File: config.mk
export PLATFORM = sky130hd
export DESIGN_NAME = fifo_wr_arbiter
export DESIGN_NICKNAME = d
export VERILOG_FILES = /design/src/rtl/fifo_wr_arbiter.sv
export SDC_FILE = /design/constraint.sdc
export NUM_CORES = 1
export LEC_CHECK = 0
export BUFFER_PORTS_ARGS = -buffer_cell sky130_fd_sc_hd__buf_2
export CORE_ASPECT_RATIO = 0.6
export CORE_UTILIZATION = 44
export CTS_CLUSTER_DIAMETER = 60
export DETAILED_ROUTE_END_ITERATION = 7
export PLACE_DENSITY_LB_ADDON = 0.2
export SYNTH_ARGS = -nofsm -noshare
export SYNTH_HDL_FRONTEND = slang
export SYNTH_SLANG_ARGS = --single-unit
export TNS_END_PERCENT = 20
File: constraint.sdc
create_clock -name wclk -period 1.9 [get_ports wclk]
set_input_delay 0.285 -clock wclk [delete_from_list [all_inputs] [get_ports wclk]]
set_output_delay 0.285 -clock wclk [all_outputs]
set_load 0.005 [all_outputs]
File: src/rtl/fifo_wr_arbiter.sv
// Round-robin burst arbiter sharing one FIFO write port between N_REQ producers.
// A grant lasts until end-of-packet, the burst limit, or an idle timeout.
module fifo_wr_arbiter #(
    parameter int N_REQ        = 4,
    parameter int DW           = 8,
    parameter int MAX_BURST    = 16,
    parameter int IDLE_TIMEOUT = 8,
    localparam int GW          = $clog2(N_REQ)
) (
    input  logic                wclk,
    input  logic                wrst_n,
    input  logic [N_REQ-1:0]    req_valid,
    input  logic [N_REQ-1:0]    req_last,
    input  logic [N_REQ*DW-1:0] req_data,
    output logic [N_REQ-1:0]    req_ready,
    input  logic                fifo_full,
    input  logic                fifo_overrun,
    output logic                fifo_wen,
    output logic [DW-1:0]       fifo_din,
    output logic [GW-1:0]       grant_id,
    output logic                busy,
    output logic                overrun_err,
    input  logic                err_clr
);

    typedef enum logic {IDLE, GRANT} state_t;

    localparam logic [7:0] MAX_B  = 8'(MAX_BURST);
    localparam logic [7:0] TO_CNT = 8'(IDLE_TIMEOUT);
    localparam logic [GW:0] N_W   = (GW+1)'(N_REQ);
    localparam logic [GW-1:0] LAST_ID = GW'(N_REQ - 1);

    state_t        state_reg, state_next;
    logic [GW-1:0] rr_ptr_reg, rr_ptr_next;
    logic [GW-1:0] grant_id_reg, grant_id_next;
    logic [7:0]    burst_cnt_reg, burst_cnt_next;
    logic [7:0]    idle_cnt_reg, idle_cnt_next;
    logic          overrun_err_reg, overrun_err_next;
    logic [GW-1:0] pick;
    logic          release_grant;
    logic [DW-1:0] data_arr [N_REQ];

    genvar gi;
    generate
        for (gi = 0; gi < N_REQ; gi++) begin : g_port
            assign data_arr[gi]  = req_data[gi*DW +: DW];
            assign req_ready[gi] = (state_reg == GRANT) && (grant_id_reg == GW'(gi)) && !fifo_full;
        end
    endgenerate

    // First valid requester at or after rr_ptr, wrapping modulo N_REQ.
    always_comb begin
        logic          found;
        logic [GW:0]   sum;
        logic [GW-1:0] idx;
        found = 1'b0;
        pick  = '0;
        sum   = '0;
        idx   = '0;
        for (int k = 0; k < N_REQ; k++) begin
            sum = {1'b0, rr_ptr_reg} + (GW+1)'(k);
            if (sum >= N_W)
                sum = sum - N_W;
            idx = sum[GW-1:0];
            if (!found && req_valid[idx]) begin
                found = 1'b1;
                pick  = idx;
            end
        end
    end

    always_comb begin
        state_next     = state_reg;
        rr_ptr_next    = rr_ptr_reg;
        grant_id_next  = grant_id_reg;
        burst_cnt_next = burst_cnt_reg;
        idle_cnt_next  = idle_cnt_reg;
        release_grant  = 1'b0;
        fifo_wen       = 1'b0;
        fifo_din       = '0;
        busy           = 1'b0;
        case (state_reg)
            IDLE: begin
                if (|req_valid) begin
                    grant_id_next  = pick;
                    burst_cnt_next = '0;
                    idle_cnt_next  = '0;
                    state_next     = GRANT;
                end
            end
            GRANT: begin
                busy     = 1'b1;
                fifo_wen = req_valid[grant_id_reg] & !fifo_full;
                fifo_din = data_arr[grant_id_reg];
                if (fifo_wen) begin
                    burst_cnt_next = burst_cnt_reg + 8'd1;
                    idle_cnt_next  = '0;
                    if (req_last[grant_id_reg] || (burst_cnt_reg + 8'd1 == MAX_B))
                        release_grant = 1'b1;
                end else if (req_valid[grant_id_reg]) begin
                    // Stalled by a full FIFO: the requester is not idle.
                    idle_cnt_next = '0;
                end else begin
                    idle_cnt_next = idle_cnt_reg + 8'd1;
                    if (idle_cnt_reg + 8'd1 == TO_CNT)
                        release_grant = 1'b1;
                end
                if (release_grant) begin
                    state_next  = IDLE;
                    rr_ptr_next = (grant_id_reg == LAST_ID) ? '0 : grant_id_reg + GW'(1);
                end
            end
            default: state_next = IDLE;
        endcase
    end

    always_comb begin
        overrun_err_next = overrun_err_reg;
        if (fifo_overrun || (fifo_wen && fifo_full))
            overrun_err_next = 1'b1;
        else if (err_clr)
            overrun_err_next = 1'b0;
    end

    always_ff @(posedge wclk or negedge wrst_n) begin
        if (!wrst_n) begin
            state_reg       <= IDLE;
            rr_ptr_reg      <= '0;
            grant_id_reg    <= '0;
            burst_cnt_reg   <= '0;
            idle_cnt_reg    <= '0;
            overrun_err_reg <= 1'b0;
        end else begin
            state_reg       <= state_next;
            rr_ptr_reg      <= rr_ptr_next;
            grant_id_reg    <= grant_id_next;
            burst_cnt_reg   <= burst_cnt_next;
            idle_cnt_reg    <= idle_cnt_next;
            overrun_err_reg <= overrun_err_next;
        end
    end

    assign grant_id    = grant_id_reg;
    assign overrun_err = overrun_err_reg;

endmodule

# Word-level counts from Yosys, hierarchy flattened
# Cells that the tools add are included.
[classes]
order_cmp = 10
muxes = 46
eq_ne = 7
n_reduce_logical = 24
add_sub_neg = 10
bitwise = 3
[ops]
columns = ["cell", "count"]
rows = [
  ["8-bit 2-to-1 mux", 7],
  ["8-bit case mux with 2 select lines", 2],
  ["1-bit 2-to-1 mux", 20],
  ["2-bit 2-to-1 mux", 9],
  ["8-bit by 1-bit adder with 8-bit output (second input constant)", 2],
  ["8-bit binary-select mux with 2-bit select", 1],
  ["2-bit by 3-bit < comparator with 1-bit output (second input constant)", 5],
  ["1-bit binary-select mux with 2-bit select", 6],
  ["3-bit greater-or-equal comparator (second input constant)", 4],
  ["1-bit logical AND", 12],
  ["8-bit by 4-bit equality test with 1-bit output (second input constant)", 1],
  ["8-bit by 5-bit equality test with 1-bit output (second input constant)", 1],
  ["2-bit by 1-bit subtractor with 2-bit output (second input constant)", 4],
  ["2-bit by 2-bit adder with 3-bit output (second input constant)", 2],
  ["2-bit AND reduction", 3],
  ["2-bit equality test (second input constant)", 2],
  ["1-bit logical NOT", 4],
  ["4-bit OR reduction", 1],
  ["2-bit by 1-bit adder with 3-bit output (second input constant)", 1],
  ["2-bit by 3-bit greater-or-equal comparator with 1-bit output (second input constant)", 1],
  ["2-bit inverter with 3-bit output", 1],
  ["2-bit by 1-bit adder with 2-bit output (second input constant)", 1],
  ["2-bit by 1-bit equality test with 1-bit output (second input constant)", 1],
  ["2-bit logical NOT", 1],
  ["other kinds (7)", 8],
]
[word_totals]
output_inout_bits = 17
ff_bits = 22
word_cells = 106
in_bits = 45

# Depth between registers and ports, before layout
[logic_depth]
word_depth = 14
mapped_depth = 7
mapped_depth_nobuf = 6

# Worst setup path before layout
# OpenSTA, ideal clock, no wires.
[synth_path]
kind = "register to register"
from = "register grant_id_reg[1], in the netlist grant_id[1]"
to = "register rr_ptr_reg[0]"
stages_incl_launch_ff = 6
t_required_ns = 1.772
arrival_time_ns = 1.951
synth_period_minus_slack_ns = 2.078
path_slack_ns = -0.178
cell_sequence = "dfrtp_1 > mux2_1 > a2bb2oi_1 > a211o_1 > o32a_1 > mux2_1"
[synth_between]
elab_chain_len = 7
elab_cells_between_ends = 13
classes_between = "eq/ne (1); mux (9); bitwise (1); reduce/logical (2)"
[synth_rtl]
columns = ["item", "line", "rtl"]
rows = [
  ["start, declared", "35", "logic [GW-1:0] grant_id_reg, grant_id_next;"],
  ["start signal, assigned", "136", "grant_id_reg <= grant_id_next;"],
  ["1-bit binary-select mux with 2-bit select", "98", "if (req_last[grant_id_reg] || (burst_cnt_reg + 8'd1 == MAX_B))"],
  ["1-bit 2-to-1 mux (implied by the code)", "98", ""],
  ["1-bit logical OR", "98", ""],
  ["1-bit 2-to-1 mux", "98", ""],
  ["1-bit 2-to-1 mux", "95", "if (fifo_wen) begin"],
  ["1-bit 2-to-1 mux", "82", "case (state_reg)"],
  ["2-bit AND reduction (no source line)", "n/a", ""],
  ["end signal, assigned", "135", "rr_ptr_reg <= rr_ptr_next;"],
  ["end, declared", "34", "logic [GW-1:0] rr_ptr_reg, rr_ptr_next;"],
]
# Several ways; a longest one is shown, not always the timed one. The select of a mux whose other input is x is not followed.
# A chain may end at the register's enable or synchronous reset.

# Final worst setup path
[layout_path]
from = "register grant_id_reg[0], in the netlist grant_id[0]"
to = "output port fifo_wen"
[layout_between]
elab_chain_len = 4
[layout_rtl]
columns = ["item", "line", "rtl"]
rows = [
  ["1-bit binary-select mux with 2-bit select", "93", "fifo_wen = req_valid[grant_id_reg] & !fifo_full;"],
  ["1-bit 2-to-1 mux (implied by the code)", "93", ""],
  ["1-bit bitwise AND", "93", ""],
  ["1-bit 2-to-1 mux", "82", ""],
  ["end, declared", "18", "output logic fifo_wen,"],
]
# No other way between the ends. The select of a mux whose other input is x is not followed.

==> impl_results.md <==
- Vias in the first global route: 1,476
- Antenna violations before repair: 0
- Ant diodes: 0
- Fmax: ~0.5 GHz
- 1st-pass router iterations: 4
- Dpl cells: between 200 and 300
- Routed wire length: 4580 um
- Most common cell after layout, fill and taps aside: buf_2
- FF/Latch Area: between 500 and 600 um^2
- Top Ports: 62
- IO Port Bufs: a little over 60
- Clock buffer depth: 2
- Synth Area in Simple Gates: 22.2%
- Num CTS Buffers: 3
- Total global-route track usage: between 20% and 30%
- Half-perimeter wire length after placement: approximately 3400 um
- Synth warn: 0
- Drt wl/cell: 15.2 um
- Layout cell share with drive strength beyond 1: just under 50%
- Post-synthesis sequential area ratio: 33.2%
- Final Max Tran Viols: 0
- #FFs+latches synth: 22
- Hold Slack: 0.187 ns
- Setup crit end kind: primary output
- Multi-input logic area: ~1100 um^2
- Crit path launch type: register
- Pwr dens: around 1100 nW/um^2
- Die area: 4030 um^2
- Total congestion overflow: 0
- Largest net degree at the start of global routing: 23
- Placed Area: about 2200 um^2
- 1st-iter DRT viols: approximately 170
- Met1 Usage GRT: 40.2%
- DR vias: 1,632
- Synth Area in Compound Gates: 14.5%
- CTS tree: built
- Yosys cell types: 40
- First-pass GRT wire length: between 7000 and 8000 um
- Period utilization: 104%
- Setup violation total in the final timing report: 11
- Initial Util: between 40 and 50%
- DRT antenna net count: 0
- Post-Layout Inst Area: 2400 um^2
- Vias per cell: ~5.4
- Mux cell area share after synthesis: roughly 17%
- Critical Path RT: roughly 1.6 ns
- CTS H-Tree Depth: 1
- Global routing's busiest layer: met1
- Vert. Die Dim: between 40 and 50 um
- Failing checks: setup timing
- P&R area growth vs syn: 44.8%
- Floorplan core area: 3420 um^2
- CP Data Arrival Time: between 1.5 and 2 ns
- Final hold vios: 0
- Setup ws final: -0.0837 ns
- Adder-Cell Fraction of Synth Area: approximately 5.3%
- Max Cap Viol: 0
- Worst hold-check path type: in -> reg
- RSZ-0062 raised after global routing: true
- Skew-Pair Late Insertion Delay: roughly 0.27 ns
- Synth Net Count: 223
- Reg clk slew, reported paths: approximately 0.080 ns
- Layout Skew: roughly 0.0037 ns
- Routing usage on met3: 6.11%
- Finished Layout Cells: 301
- Worst-Margin Slew: a little under 0.5 ns
- Crit Path Class: reg -> out
- Setup_tns: -0.460 ns
- Synth Cell Area: ~1700 um^2
- Gp weighted congestion: a little under 0.9
- Fillers: 256
- Num rows: 16
- Avg Inst Size Synth: approximately 9.7 um^2
- Post-place setup slack: -0.0516 ns
- Post-Synth XOR/XNOR Area: roughly 3.7%
- Worst slew margin: about two thirds
- Tmin final: ~2 ns
- Most frequent cells in the layout: buf_2, buf_4, dfrtp_1
- DRC Markers: 0
- Final #Nets: slightly above 300
- VDD IR max: 0.000599 V
- Mapped Cells: approximately 170
- Chip width: a little over 80 um
- Leak Pwr: approximately 1.2 nW
- Clock sink count: 22
- Critical-path maximum fanout: 7
- GR Util met2: 31.0%
- Largest family of logic cells by synthesized area: simple AND/OR/NAND/NOR gates
- Status: finished with violations
- CTS Root Cell: clkbuf_8
-- Yosys cell counts, drive strengths merged --
master	number	area (um^2)
a2111oi	1	8.76
a211o	2	17.5
a21o	3	22.5
a21oi	1	5.00
a221o	1	10.0
a22o	2	17.5
a2bb2oi	1	8.76
a31oi	3	18.8
and2	16	100
and3	3	23.8
and4	1	8.76
buf	2	16.3
clkbuf	6	22.5
dfrtp	22	551
ha	7	87.6
inv	6	22.5
mux2	4	45.0
mux2i	2	20.0
mux4	10	225
nand2	15	56.3
nand2b	4	25.0
nand3	9	45.0
nand3b	1	7.51
nand4	2	12.5
nand4b	1	8.76
nor2	6	22.5
nor2b	5	31.3
nor3	1	5.00
nor4	1	6.26
nor4b	1	8.76
o211ai	1	7.51
o21ai	20	100
o31ai	2	15.0
o32a	1	10.0
or2	1	6.26
xnor2	3	26.3
xor2	4	35.0
-- final cells by class --
class / count / share of cell area [%]
Timing Repair Buffer: 89 / 24.9
Tap cell: 45 / 2.34
Sequential cell: 22 / 23.0
Inverter: 6 / 1.14
Clock buffer: 4 / 2.29
Multi-Input combinational cell: 135 / 46.3
-- path summary, 6_finish.rpt --
kind	to	startpoint	slack, ns	cells past startpoint
min in group asynchronous	burst_cnt_reg[7]$_DFFE_PN0P_	wrst_n	0.51	2
worst min register to register	overrun_err$_DFFE_PN0P_	overrun_err$_DFFE_PN0P_	0.48	1
worst max-delay path	fifo_wen	grant_id[0]$_DFFE_PN0P_	-0.08	5
max in group asynchronous	grant_id[1]$_DFFE_PN0P_	wrst_n	1.02	2
worst max register to register	rr_ptr_reg[0]$_DFFE_PN0P_	grant_id[0]$_DFFE_PN0P_	-0.05	5
worst min-delay path	overrun_err$_DFFE_PN0P_	fifo_overrun	0.19	2
-- where the power goes --
group          internal [mW]  switching [mW]  leakage [nW]
registers              0.571           0.145         0.285
clock network          0.185           0.161        0.0288
logic                  0.991           0.667         0.844
total                   1.75           0.973          1.16
-- worst max-delay path: stages (launching register included) --
cell and delay, ns:
dfrtp_2 0.47, mux4_2 0.58, nand2_4 0.11, buf_12 0.12
inv_6 0.04, buf_6 0.10
-- through the flow --
step / utilization (%) / power, mW
finish: 70.2 / 2.72
global route: 70.2 / 2.92
CTS: 67.7 / 2.50
detailed placement: 63.5 / 2.01
global placement: 63.5 / 1.99
floorplan: - / 1.50
-- layer usage --
metal	up-vias	part of all wire (%)	wire length, um
met5	-	0	0
met4	0	0.92	42
met3	7	5.3	242
met2	44	41	1880
met1	782	53	2410
li1	799	-	-
-- cell families (layout without fill, tap and decap cells) --
logic type / Yosys count / after routing
buffers and inverters: 14 / 99
AOI/OAI and AO/OA: 38 / 38
xor gates and xnor gates: 7 / 7
adders and majority gates: 7 / 7
DFF: 22 / 22
and+or+nand+nor: 67 / 67
muxes: 16 / 16
-- what timing repair did --
action / 4_1_cts / 5_1_grt
hold buffers: 1 / 0
endpoints found under the setup margin: 15 / 15
pin swaps: 6 / 5
setup buffers: 5 / 1
hold endpoints to repair: 22 / 0
resized for setup: 13 / 17
cloned: 0 / 1
Power figures use the tool's default switching activity.
